--- src/rtl/ro_window_compare_if.sv ---
// Handshake and data bundle between a controller, two Counting_circuit
// counters and the ro_window_compare response generator.
interface ro_window_compare_if #(
   parameter int unsigned CNT_W = 8,
   parameter int unsigned NBITS = 8
);
   logic             start;
   logic [CNT_W-1:0] value_a;
   logic [CNT_W-1:0] value_b;
   logic             busy;
   logic             done;
   logic [NBITS-1:0] response;
   logic             tie_err;

   modport master (
      output start, value_a, value_b,
      input  busy, done, response, tie_err
   );

   modport slave (
      input  start, value_a, value_b,
      output busy, done, response, tie_err
   );
endinterface

--- src/rtl/ro_window_compare.sv ---
// Ring-oscillator window comparator: measures two counter deltas over WINDOW
// clk cycles, NBITS times, and assembles a response word. Optional: RO_TIE_RETRY_EN.
module ro_window_compare #(
   parameter int unsigned CNT_W  = 8,
   parameter int unsigned WINDOW = 64,
   parameter int unsigned NBITS  = 8
) (
   input logic               clk,
   input logic               rst,
   ro_window_compare_if.slave bus
);

   typedef enum logic [1:0] {
      IDLE,
      MEAS,
      CMP,
      DONE
   } state_t;

   localparam int unsigned TW = $clog2(WINDOW);
   localparam int unsigned BW = (NBITS > 1) ? $clog2(NBITS) : 1;
   localparam logic [TW-1:0] T_LOAD = TW'(WINDOW - 1);
   localparam logic [BW-1:0] B_LAST = BW'(NBITS - 1);

   state_t           state, state_n;
   logic [TW-1:0]    timer, timer_n;
   logic [BW-1:0]    bit_cnt, bit_cnt_n;
   logic [CNT_W-1:0] start_a, start_a_n;
   logic [CNT_W-1:0] start_b, start_b_n;
   logic [CNT_W-1:0] end_a, end_a_n;
   logic [CNT_W-1:0] end_b, end_b_n;
   logic [NBITS-1:0] response, response_n;
   logic             tie_err, tie_err_n;
`ifdef RO_TIE_RETRY_EN
   logic [1:0]       retry_cnt, retry_cnt_n;
`endif

   logic [CNT_W-1:0] delta_a;
   logic [CNT_W-1:0] delta_b;
   logic             tie;
   logic             win;
   logic [NBITS:0]   shifted;
   logic             record;

   // Modular subtraction absorbs a single counter wrap inside the window.
   assign delta_a = end_a - start_a;
   assign delta_b = end_b - start_b;
   assign tie     = (delta_a == delta_b);
   assign win     = (delta_a > delta_b);
   // Widened by one bit so the shift is legal for NBITS == 1 too.
   assign shifted = {response, win};

   always_ff @(posedge clk or posedge rst) begin
      if (rst) begin
         state     <= IDLE;
         timer     <= '0;
         bit_cnt   <= '0;
         start_a   <= '0;
         start_b   <= '0;
         end_a     <= '0;
         end_b     <= '0;
         response  <= '0;
         tie_err   <= 1'b0;
`ifdef RO_TIE_RETRY_EN
         retry_cnt <= '0;
`endif
      end else begin
         state     <= state_n;
         timer     <= timer_n;
         bit_cnt   <= bit_cnt_n;
         start_a   <= start_a_n;
         start_b   <= start_b_n;
         end_a     <= end_a_n;
         end_b     <= end_b_n;
         response  <= response_n;
         tie_err   <= tie_err_n;
`ifdef RO_TIE_RETRY_EN
         retry_cnt <= retry_cnt_n;
`endif
      end
   end

   always_comb begin
      state_n     = state;
      timer_n     = timer;
      bit_cnt_n   = bit_cnt;
      start_a_n   = start_a;
      start_b_n   = start_b;
      end_a_n     = end_a;
      end_b_n     = end_b;
      response_n  = response;
      tie_err_n   = tie_err;
      record      = 1'b0;
`ifdef RO_TIE_RETRY_EN
      retry_cnt_n = retry_cnt;
`endif

      case (state)
         IDLE: begin
            if (bus.start) begin
               start_a_n  = bus.value_a;
               start_b_n  = bus.value_b;
               timer_n    = T_LOAD;
               bit_cnt_n  = '0;
               response_n = '0;
               tie_err_n  = 1'b0;
`ifdef RO_TIE_RETRY_EN
               retry_cnt_n = '0;
`endif
               state_n    = MEAS;
            end
         end

         MEAS: begin
            if (timer != '0) begin
               timer_n = timer - TW'(1);
            end else begin
               end_a_n = bus.value_a;
               end_b_n = bus.value_b;
               state_n = CMP;
            end
         end

         CMP: begin
            record = 1'b1;
`ifdef RO_TIE_RETRY_EN
            // A tie re-measures the same bit until three retries are spent.
            if (tie && (retry_cnt != 2'd3)) begin
               record      = 1'b0;
               retry_cnt_n = retry_cnt + 2'd1;
               start_a_n   = bus.value_a;
               start_b_n   = bus.value_b;
               timer_n     = T_LOAD;
               state_n     = MEAS;
            end
`endif
            if (record) begin
               response_n = shifted[NBITS-1:0];
               if (tie) begin
                  tie_err_n = 1'b1;
               end
`ifdef RO_TIE_RETRY_EN
               retry_cnt_n = '0;
`endif
               if (bit_cnt == B_LAST) begin
                  state_n = DONE;
               end else begin
                  bit_cnt_n = bit_cnt + BW'(1);
                  start_a_n = bus.value_a;
                  start_b_n = bus.value_b;
                  timer_n   = T_LOAD;
                  state_n   = MEAS;
               end
            end
         end

         DONE: begin
            state_n = IDLE;
         end

         default: begin
            state_n = IDLE;
         end
      endcase
   end

   assign bus.busy     = (state == MEAS) || (state == CMP);
   assign bus.done     = (state == DONE);
   assign bus.response = response;
   assign bus.tie_err  = tie_err;

endmodule
--- src/flat_wrapper.sv ---
// flat-port wrapper written by rule: the top's interface ports become plain ports
module ro_window_compare_flat 
#(
   parameter int unsigned CNT_W  = 8,
   parameter int unsigned WINDOW = 64,
   parameter int unsigned NBITS  = 8
)
  (clk, rst, bus_start, bus_value_a, bus_value_b, bus_busy, bus_done, bus_response, bus_tie_err);
  ro_window_compare_if #(.CNT_W(CNT_W), .NBITS(NBITS)) bus_i ();
  input logic clk;
  input logic rst;
  input wire logic [$bits(bus_i.start)-1:0] bus_start;
  input wire logic [$bits(bus_i.value_a)-1:0] bus_value_a;
  input wire logic [$bits(bus_i.value_b)-1:0] bus_value_b;
  output wire logic [$bits(bus_i.busy)-1:0] bus_busy;
  output wire logic [$bits(bus_i.done)-1:0] bus_done;
  output wire logic [$bits(bus_i.response)-1:0] bus_response;
  output wire logic [$bits(bus_i.tie_err)-1:0] bus_tie_err;
  assign bus_i.start = bus_start;
  assign bus_i.value_a = bus_value_a;
  assign bus_i.value_b = bus_value_b;
  assign bus_busy = bus_i.busy;
  assign bus_done = bus_i.done;
  assign bus_response = bus_i.response;
  assign bus_tie_err = bus_i.tie_err;
  ro_window_compare #(.CNT_W(CNT_W), .WINDOW(WINDOW), .NBITS(NBITS)) u_core (.clk(clk), .rst(rst), .bus(bus_i));
endmodule
--- config.mk ---
export PLATFORM = sky130hd
export DESIGN_NAME = ro_window_compare_flat
export DESIGN_NICKNAME = d
export VERILOG_FILES = /design/src/rtl/ro_window_compare_if.sv /design/src/rtl/ro_window_compare.sv /design/src/flat_wrapper.sv
export SDC_FILE = /design/constraint.sdc
export NUM_CORES = 1
export LEC_CHECK = 0
export ABC_CLOCK_PERIOD_IN_PS = 2550
export BUFFER_PORTS_ARGS = -buffer_cell sky130_fd_sc_hd__buf_4
export CORE_MARGIN = 5
export CORE_UTILIZATION = 50
export DETAILED_ROUTE_END_ITERATION = 10
export PLACE_DENSITY = 0.72
export SLEW_MARGIN = 20
export SYNTH_ARGS = -nofsm -noshare
export SYNTH_HDL_FRONTEND = slang
export SYNTH_SLANG_ARGS = --single-unit
--- constraint.sdc ---
create_clock -name clk -period 2.55 [get_ports clk]
set_input_delay 0.1275 -clock clk [delete_from_list [all_inputs] [get_ports clk]]
set_output_delay 0.1275 -clock clk [all_outputs]
set_load 0.02 [all_outputs]
==> flow_summary.toml <==
[timing]
slew_violations = 0
tns_ps = -254
hold_viol_final = 0
worst_slew_pin_slew_ps = 534
rsz0062_at_grt = "true"
skew_ps = 5.13
slew_headroom_pct = 64.4
fin_crit_sh_pct = 107
finalSetupViolations = 2
setup_ws_ps = -183
fin_crit_ps = 2730
max_freq_mhz = 366

[logic_synthesis]
yosysSeqAreaShare_pct = 43.4
ys_ff_latch = 52
yosysWarnings = 0
synth_area_leader_cell = "dfrtp_1"
synth-async-reset-ratio_pct = 100
syn-cell-area_sq_um = 3000
syn_inst = 279
yosysUniqueCellTypes = 43
synth_edf_count = 0
synth_top_area_share_pct = 43.4
syn_area_per_cell_sq_um = 10.8
ys_top_cells_by_area = "dfrtp_1 (43%), ha_1 (13%), mux2_2 (11%), inv_1 (3.5%), xnor2_1 (2.9%)"
synthesis.nets = 330
synth-main-ff-cell = "dfrtp_1"

[final_layout]
mostFrequentLayoutCell = "dfrtp_1"
drive_gt1_share_pct = 30.7
fillers = 499
regArea_sq_um = 1300
mostFrequentLayoutCells = "dfrtp_1 (52), buf_4 (49), mux2_2 (29)"
multi_input_area_sq_um = 1590
area_growth_pct = 18.5
antenna_cells = 0
design_area_sq_um = 3560
fin_nets = 379

[detailed_routing]
wl_um = 5430
drcViolationCount = 0
drtIter0Drc = 60
avgViaCountPerCell = 5.18
firstDrtPassIters = 4
ant_nets = 0
wire_per_inst_um = 13.4
vias = 2094

[global_route]
groute.usage.overall_pct = 15.5
grt_pass1_vias = 2116
grt_max_degree = 21
grt_overflow_total = 0
grt_pass1_wl_um = 9410
antenna_found_initial = 0

[worst_setup_path]
cp_top_family = "compound AO/OA/AOI/OAI gates"
cp_slowest_cell = "dfrtp_1"
slowest_delay_ps = 380
crit_fanout = 2
path_buf_inv = 2
crit_chain = "inv_2, ha_4, inv_4, fa_2, a21o_1, a21oi_2, o21bai_1, a21oi_1, xor2_1, ha_4, nand4_1, a21oi_1, a2111oi_2, o21ai_1"
cp.required_ps = 2740
worstPathArrival_ps = 2920
critPathLaunchType = "register"
r2r-start = "u_core.end_b[0]"
end_kind = "register"
path_class = "register to register"
startpoint = "u_core.end_b[0]"

[floorplanning]
io_pins = 30
fp.dieW_um = 87.5
start_util_pct = 51.0
die_area_sq_um = 7650
fp-row-count = 28
die-height_um = 87.5
core-area_sq_um = 5890

[status]
violations = "negative setup slack"
status = "finished with violations"

[clock_network]
htree_levels = 2
cts_buffers = 5
cts_tree = "yes"
cts_root_buf = "clkbuf_8"
clk-insertion-delay-late_ps = 300
cts_sinks = 52
cts.path.max_buffers = 2
path_clk_slew_ps = 90

[worst_hold_path]
hp-class = "primary input to register"
worstHoldStart = "bus_value_a[1]"

[placed_design]
port_buffers = 29
dp_hpwl_um = 4110
dpl-instance-area_sq_um = 3400
place.gp.congestion = 0.755

[power_and_ir_drop]
power-per-cell-area_nw_per_um2 = 484
p_leak_uw = 0.00169
ir_worst_vdd_mv = 0.229

[run]
drv_cap = 0
-- where the power goes --
part	switching (uW)	internal [uW]	leakage [uW]	total (uW)
logic	189	204	0.00103	394
clock network	257	196	0.0000424	454
registers	20.5	855	0.000621	875
-- what timing repair did --
item / 4_1_cts / 5_1_grt
resized for setup: 3 / 10
setup endpoints to repair: 2 / 2
hold buffers: 1 / 0
hold endpoints to repair: 18 / 0
pin swaps: 2 / 7
setup buffers: 0 / 2
-- registers in the layout (all words and copies together), names as in the netlist --
| name | count |
|---|---|
| u_core.bit_cnt | 3 |
| u_core.bus.response | 8 |
| u_core.bus.tie_err | 1 |
| u_core.end_a | 8 |
| u_core.end_b | 8 |
| u_core.start_a | 8 |
| u_core.start_b | 8 |
| u_core.state | 2 |
| u_core.timer | 6 |
-- worst paths after layout --
path,cells after the start,to,slack (ps)
worst min register to register,2,u_core.bit_cnt[1],490
max in group asynchronous,4,u_core.end_a[4],1570
worst max register to register,14,u_core.bus.response[0],-180
worst min-delay path,3,u_core.end_a[1],40
min in group asynchronous,3,u_core.end_b[2],380
worst max-delay path,14,u_core.bus.response[0],-180
-- cells by family after synthesis --
kind of cell | count (synthesis) | share of synthesized area [%]
adders and majority gates | 32 | 13.8
DFF | 52 | 43.4
buffers and inverters | 36 | 5.67
xor gates and xnor gates | 15 | 4.38
AOI/OAI and AO/OA | 51 | 11.1
and+or+nand+nor | 64 | 10.8
muxes | 29 | 10.9
-- layout make-up --
type / count / share of cell area (%)
clock buffers: 7 / 2.15
clock inverters: 1 / 0.246
inverters: 28 / 3.02
multi-input cells: 191 / 44.7
flip-flops and latches: 52 / 36.6
well taps: 75 / 2.64
repair buffers: 50 / 10.6
-- Yosys cell counts (3+ instances only) --
library cell and count:
ha_1 30, nand3_1 5, nand2_1 21, buf_6 3, nor2b_1 3, a21oi_1 16
a21o_1 5, o21ai_0 8, xor2_1 5, inv_1 28, nor2_1 16, a211oi_1 3
mux2_2 29, a22o_1 9, xnor2_1 10, dfrtp_1 52
-- layer usage --
metal  up-vias  share of wire [%]  track usage (%)
met5         -                  0                0
met4         0                1.3             4.60
met3         8                3.1             2.93
met2        27                 49             26.2
met1      1003                 46             20.2
li1       1056                  -                -
-- metrics by stage --
step           hold WS (ps)  power (uW)  util [%]  setup WS (ps)  std cells
3_3_place_gp            169        1240      57.8          -77.9        394
3_5_place_dp            171        1250      57.8           -190        394
4_1_cts                36.3        1720      59.6           -151        403
2_1_floorplan           244        1120         -          -44.8        279
6_report               41.5        1720      60.4           -183        404
5_1_grt                50.7        1830      60.4           -339        404
-- tightest hold or removal path: cells and delay by family --
kind                   cells  cell delay, ps
AOI/OAI and AO/OA          1              50
buffers and inverters      1              90
and+or+nand+nor            1              40
Note: power is estimated with default switching activity, not from simulation.
